File: src/rtl/alu_seq_pkg.sv
// Shared encodings for the ALU command sequencer: widths, function codes,
// ALU op codes, FSM states and the function-to-control encoder.
package alu_seq_pkg;

    localparam int unsigned W      = 16;
    localparam int unsigned FUNC_W = 4;
    localparam int unsigned OP_W   = 3;

    localparam logic [FUNC_W-1:0] F_AND = 4'd0;
    localparam logic [FUNC_W-1:0] F_OR  = 4'd1;
    localparam logic [FUNC_W-1:0] F_XOR = 4'd2;
    localparam logic [FUNC_W-1:0] F_ADD = 4'd3;
    localparam logic [FUNC_W-1:0] F_SUB = 4'd4;
    localparam logic [FUNC_W-1:0] F_ADC = 4'd5;
    localparam logic [FUNC_W-1:0] F_SBB = 4'd6;
    localparam logic [FUNC_W-1:0] F_SLL = 4'd7;
    localparam logic [FUNC_W-1:0] F_SRL = 4'd8;
    localparam logic [FUNC_W-1:0] F_MUL = 4'd9;
    localparam logic [FUNC_W-1:0] F_SLT = 4'd10;

    localparam logic [OP_W-1:0] OP_AND = 3'b000;
    localparam logic [OP_W-1:0] OP_SLL = 3'b001;
    localparam logic [OP_W-1:0] OP_OR  = 3'b010;
    localparam logic [OP_W-1:0] OP_XOR = 3'b011;
    localparam logic [OP_W-1:0] OP_ADD = 3'b100;
    localparam logic [OP_W-1:0] OP_SRL = 3'b110;
    localparam logic [OP_W-1:0] OP_MUL = 3'b111;

    typedef enum logic [1:0] {
        IDLE = 2'd0,
        EXEC = 2'd1,
        RESP = 2'd2
    } state_t;

    typedef struct packed {
        logic [OP_W-1:0] op;
        logic            cin;
        logic            bnegate;
    } alu_ctrl_t;

    function automatic logic is_legal(input logic [FUNC_W-1:0] func);
        return func <= F_SLT;
    endfunction

    // Codes that write the carry flag from the ALU carry-out.
    function automatic logic is_arith(input logic [FUNC_W-1:0] func);
        return (func >= F_ADD) && (func <= F_SBB);
    endfunction

    function automatic logic has_ovf(input logic [FUNC_W-1:0] func);
        return is_arith(func) || (func == F_SLT);
    endfunction

    function automatic alu_ctrl_t encode(input logic [FUNC_W-1:0] func,
                                         input logic              carry_flag);
        alu_ctrl_t c;
        c = '{op: OP_AND, cin: 1'b0, bnegate: 1'b0};
        case (func)
            F_AND: c.op = OP_AND;
            F_OR:  c.op = OP_OR;
            F_XOR: c.op = OP_XOR;
            F_ADD: c.op = OP_ADD;
            F_SUB: c = '{op: OP_ADD, cin: 1'b1, bnegate: 1'b1};
            F_ADC: c = '{op: OP_ADD, cin: carry_flag, bnegate: 1'b0};
            F_SBB: c = '{op: OP_ADD, cin: carry_flag, bnegate: 1'b1};
            F_SLL: c.op = OP_SLL;
            F_SRL: c.op = OP_SRL;
            F_MUL: c.op = OP_MUL;
            F_SLT: c = '{op: OP_ADD, cin: 1'b1, bnegate: 1'b1};
            default: c = '{op: OP_AND, cin: 1'b0, bnegate: 1'b0};
        endcase
        return c;
    endfunction

endpackage

File: src/rtl/alu_flag_calc.sv
// Combinational result/flag derivation from the ALU outputs of the command
// currently in EXEC. 'carry' is the updated carry flag value.
module alu_flag_calc
    import alu_seq_pkg::*;
(
    input  logic [FUNC_W-1:0] func,
    input  logic [W-1:0]      a,
    input  logic [W-1:0]      b_eff,
    input  logic [W-1:0]      rez,
    input  logic              cout,
    input  logic              carry_flag,
    output logic [W-1:0]      data,
    output logic              carry,
    output logic              zero,
    output logic              neg,
    output logic              ovf,
    output logic              err
);

    always_comb begin
        err   = !is_legal(func);
        ovf   = has_ovf(func) && (a[W-1] == b_eff[W-1]) && (rez[W-1] != a[W-1]);
        carry = is_arith(func) ? cout : carry_flag;
        data  = rez;
        // SLT reports the true sign of a-b, corrected for overflow.
        if (func == F_SLT) begin
            data    = '0;
            data[0] = rez[W-1] ^ ovf;
        end
        if (err) begin
            data = '0;
        end
        zero = !err && (data == '0);
        neg  = data[W-1];
    end

endmodule

File: src/rtl/alu_cmd_sequencer.sv
// Accepts ALU commands, drives the external ALU, tracks a carry flag across
// commands and returns result plus status flags over a valid/ready port.
module alu_cmd_sequencer
    import alu_seq_pkg::*;
(
    input  logic              clk,
    input  logic              reset,
    input  logic              cmd_valid,
    output logic              cmd_ready,
    input  logic [FUNC_W-1:0] cmd_func,
    input  logic [W-1:0]      cmd_a,
    input  logic [W-1:0]      cmd_b,
    output logic [OP_W-1:0]   alu_op,
    output logic [W-1:0]      alu_a,
    output logic [W-1:0]      alu_b,
    output logic              alu_cin,
    output logic              alu_bnegate,
    input  logic [W-1:0]      alu_rezultati,
    input  logic              alu_cout,
    output logic              res_valid,
    input  logic              res_ready,
    output logic [W-1:0]      res_data,
    output logic              res_carry,
    output logic              res_zero,
    output logic              res_neg,
    output logic              res_ovf,
    output logic              res_err
);

    state_t            state;
    state_t            state_nxt;
    logic [FUNC_W-1:0] func_q;
    logic              carry_flag;
    logic              accept;
    alu_ctrl_t         ctrl_nxt;
    logic [W-1:0]      b_eff;
    logic [W-1:0]      flg_data;
    logic              flg_carry;
    logic              flg_zero;
    logic              flg_neg;
    logic              flg_ovf;
    logic              flg_err;

    always_ff @(posedge clk) begin
        if (reset) begin
            state <= IDLE;
        end else begin
            state <= state_nxt;
        end
    end

    always_comb begin
        state_nxt = state;
        case (state)
            IDLE:    if (cmd_valid) state_nxt = EXEC;
            EXEC:    state_nxt = RESP;
            RESP:    if (res_ready) state_nxt = cmd_valid ? EXEC : IDLE;
            default: state_nxt = IDLE;
        endcase
    end

    // In RESP a new command is taken only in the cycle the result is consumed.
    always_comb begin
        cmd_ready = 1'b0;
        res_valid = 1'b0;
        case (state)
            IDLE: cmd_ready = 1'b1;
            RESP: begin
                res_valid = 1'b1;
                cmd_ready = res_ready;
            end
            default: ;
        endcase
    end

    assign accept   = cmd_valid && cmd_ready;
    assign ctrl_nxt = encode(cmd_func, carry_flag);
    assign b_eff    = alu_bnegate ? ~alu_b : alu_b;

    alu_flag_calc u_flag_calc (
        .func       (func_q),
        .a          (alu_a),
        .b_eff      (b_eff),
        .rez        (alu_rezultati),
        .cout       (alu_cout),
        .carry_flag (carry_flag),
        .data       (flg_data),
        .carry      (flg_carry),
        .zero       (flg_zero),
        .neg        (flg_neg),
        .ovf        (flg_ovf),
        .err        (flg_err)
    );

    // Illegal codes leave the ALU drive untouched; only func_q records them.
    always_ff @(posedge clk) begin
        if (reset) begin
            func_q      <= '0;
            carry_flag  <= 1'b0;
            alu_op      <= '0;
            alu_a       <= '0;
            alu_b       <= '0;
            alu_cin     <= 1'b0;
            alu_bnegate <= 1'b0;
            res_data    <= '0;
            res_carry   <= 1'b0;
            res_zero    <= 1'b0;
            res_neg     <= 1'b0;
            res_ovf     <= 1'b0;
            res_err     <= 1'b0;
        end else begin
            if (accept) begin
                func_q <= cmd_func;
                if (is_legal(cmd_func)) begin
                    alu_op      <= ctrl_nxt.op;
                    alu_a       <= cmd_a;
                    alu_b       <= cmd_b;
                    alu_cin     <= ctrl_nxt.cin;
                    alu_bnegate <= ctrl_nxt.bnegate;
                end
            end
            if (state == EXEC) begin
                carry_flag <= flg_carry;
                res_data   <= flg_data;
                res_carry  <= flg_carry && !flg_err;
                res_zero   <= flg_zero;
                res_neg    <= flg_neg;
                res_ovf    <= flg_ovf;
                res_err    <= flg_err;
            end
        end
    end

endmodule

File: config.mk
export PLATFORM = sky130hd
export DESIGN_NAME = alu_cmd_sequencer
export DESIGN_NICKNAME = d
export VERILOG_FILES = /design/src/rtl/alu_seq_pkg.sv /design/src/rtl/alu_flag_calc.sv /design/src/rtl/alu_cmd_sequencer.sv
export SDC_FILE = /design/constraint.sdc
export NUM_CORES = 1
export LEC_CHECK = 0
export ABC_AREA = 1
export BUFFER_PORTS_ARGS = -buffer_cell sky130_fd_sc_hd__buf_2
export CORE_MARGIN = 5
export CORE_UTILIZATION = 30
export DETAILED_ROUTE_END_ITERATION = 7
export PLACE_DENSITY = 0.59
export REMOVE_ABC_BUFFERS = 1
export SYNTH_ARGS = -nofsm -noshare
export SYNTH_HDL_FRONTEND = slang
export SYNTH_HIERARCHICAL = 1
export SYNTH_SLANG_ARGS = --single-unit
File: constraint.sdc
create_clock -name clk -period 2.6 [get_ports clk]
set_clock_uncertainty 0.05 [all_clocks]
set_input_delay 0.26 -clock clk [delete_from_list [all_inputs] [get_ports clk]]
set_output_delay 0.26 -clock clk [all_outputs]
set_load 0.05 [all_outputs]
==> key figures <==
Run status
  – Status: finished clean

Layout
  – Number of antenna diodes: 0
  – Layout filler cell count: 987
  – Register Area: 0.00130 sq mm
  – Layout cells sized above 1: 0.302
  – Area grow syn2layout: 30.4%
  – Fin nets: roughly 560
  – Multi-input logic area: between 0.001 and 0.0015 sq mm

Clocking
  – Hold-fix buffers, CTS: 0
  – Clock Tree Root: clkbuf_8
  – Post-CTS Resized: 0
  – Num CTS Buffers: 9
  – CTS tree: done
  – Sink Count: 65
  – CTS H-tree lvls: 3
  – Clk pin slew, worst setup/hold paths: approximately 0.080 ns
  – Clk buf depth: 2
  – Worst-skew pair later-pin latency: 0.33 ns
  – Post-CTS Setup Repair Bufs: 0

Die
  – IO Pins: 117
  – FP Rows: 35
  – Die Y: 107 microns
  – Die area: approximately 0.011 sq mm
  – Die W: 107 microns
  – Initial core utilization: 0.305
  – Core area: 0.00915 sq mm

Synthesis
  – Mean Syn Cell Area: 7.11 sq um
  – Ys Warns: 6
  – Synth Cell Area: between 0.002 and 0.003 sq mm
  – Synth Instances: 393

Global routing
  – Largest net degree at the start of global routing: 40
  – Tot GR Track Use: 0.138
  – Antenna violations before repair: 0
  – Vias in the first global route: 2,771
  – Global-route wire length before repair: 12.6 mm
  – GR Overflow Total: 0

Critical path
  – RR Endpoint: res_data[15]$_SDFFE_PP0N_
  – CP Max Fanout: 16
  – Required @ worst endpoint: 2.77 ns
  – Most numerous cell on the critical path: nor2_1
  – WS Path Type: register to register
  – Worst setup path endpoint: res_data[15]$_SDFFE_PP0N_
  – CP max-delay cell: inv_1
  – Crit-path cells: inv_1, nand2_1, nand2_2, inv_1, nor2_1, nor2_1, nor2_1
  – Critical Path AT: 1.79 ns
  – Worst setup EP type: register
  – Worst path max stage delay: 0.43 ns
  – R2R depth: 7
  – Flop2flop setup slack: 0.98 ns
  – Crit path launch type: register
  – R2r startpoint: func_q[2]$_SDFFE_PP0P_
  – CP startpoint: func_q[2]$_SDFFE_PP0P_

Power
  – Peak supply drop: 432 uV
  – Power Dens Cells: 760 mW/mm^2
  – Static Leak: 1.93 nW

Placed design
  – GP Congestion: 0.813
  – Port bufs: roughly 120
  – Final HPWL DP: 5.47 mm

STA
  – Final period utilization: 0.622
  – Final setup violation count: 0
  – Max_slew headroom: 0.549
  – Hold WS: between 0.09 and 0.1 ns
  – Hold Violations, Final: 0
  – Max Freq: 619 MHz
  – Worst-Margin Slew: 0.676 ns
  – Fin Setup TNS: 0 ns
  – Max-slew violations: 0
  – RSZ-0062 raised after global routing: no
  – Final min period: 1.62 ns

Job
  – Max-cap check violation count: 0

Route
  – Initial drt markers: 70
  – Via count: 2,823
  – Routed length per instance: 12.6 microns
  – Routed Antenna Nets: 0
  – DR DRC count: 0
  – First-pass iteration count of the detailed router: 4
  – Total Wirelength: 7.77 mm
  – Vias per inst: 4.57

Worst hold path
  – Hold crit path type: primary input to register
-- worst max-delay path, delay by kind of cell (launching register included) --
kind / cells / cell delay [ns]
buffers and inverters: 2 / 0.49
flip-flops: 1 / 0.40
AND/OR/NAND/NOR: 5 / 0.56
-- layer usage --
layer	global-route usage	wire [microns]	up-vias
li1	-	-	1464
met1	0.164	3510	1263
met2	0.219	3380	91
met3	0.0710	831	5
met4	0.0384	55	0
met5	0	0	-
-- placed cells by master (no fill, tap or decap), types with 2 or more instances in the layout --
cell type / count
o21ai_2: 4
buf_2: 116
inv_2: 3
inv_1: 17
nor2_1: 138
clkbuf_8: 9
o21ai_0: 49
dfxtp_1: 65
buf_4: 4
clkinvlp_4: 2
xnor2_1: 2
nand2_1: 48
a21oi_1: 10
nand2_2: 3
o211ai_1: 6
bufinv_16: 3
o21ai_1: 6
nor2_2: 3
nand3_1: 9
-- through the flow --
stage               utilization  cell area [sq um]  instances  setup slack [ns]  total power [mW]
global placement          0.372               3400        602             0.998              1.75
detailed placement        0.372               3400        602             0.996              1.75
CTS                       0.398               3650        618             0.974              2.82
global route              0.398               3650        618             0.816              2.92
floorplan                     -               2650        371             0.828              1.57
finish                    0.398               3650        618             0.984              2.77
-- flip-flops by register name (all words and copies together), names as in the netlist --
register	flops
alu_a	16
alu_b	16
alu_bnegate	1
alu_cin	1
alu_op	3
carry_flag	1
func_q	4
res_carry	1
res_data	16
res_err	1
res_neg	1
res_ovf	1
res_zero	1
state	2
-- area by class of cell --
| class | count | share of cell area |
|---|---|---|
| clock buffer | 9 | 0.0340 |
| clock inverter | 7 | 0.0326 |
| inverter | 20 | 0.0206 |
| multi-input combinational | 286 | 0.350 |
| sequential | 65 | 0.357 |
| tap | 111 | 0.0381 |
| timing repair buffer | 120 | 0.167 |
-- worst min path at each step --
stage | slack, ns | endpoint | from | cells after the start
final | 0.09 | alu_a[8]$_SDFFE_PP0P_ | cmd_a[8] | 3
after global routing | 0.08 | alu_b[1]$_SDFFE_PP0P_ | cmd_b[1] | 3
after CTS | 0.07 | alu_a[8]$_SDFFE_PP0P_ | cmd_a[8] | 3
after detailed placement | 0.40 | alu_op[1]$_SDFFE_PP0P_ | alu_op[1]$_SDFFE_PP0P_ | 2
after global placement | 0.40 | alu_op[1]$_SDFFE_PP0P_ | alu_op[1]$_SDFFE_PP0P_ | 2
after floorplan | 0.28 | alu_op[0]$_SDFFE_PP0P_ | reset | 1
-- power breakdown --
| group | switching [mW] | internal, mW |
|---|---|---|
| clock | 0.410 | 0.637 |
| combinational | 0.451 | 0.157 |
| sequential | 0.0428 | 1.07 |
| total | 0.904 | 1.87 |
Power figures use the tool's default switching activity.
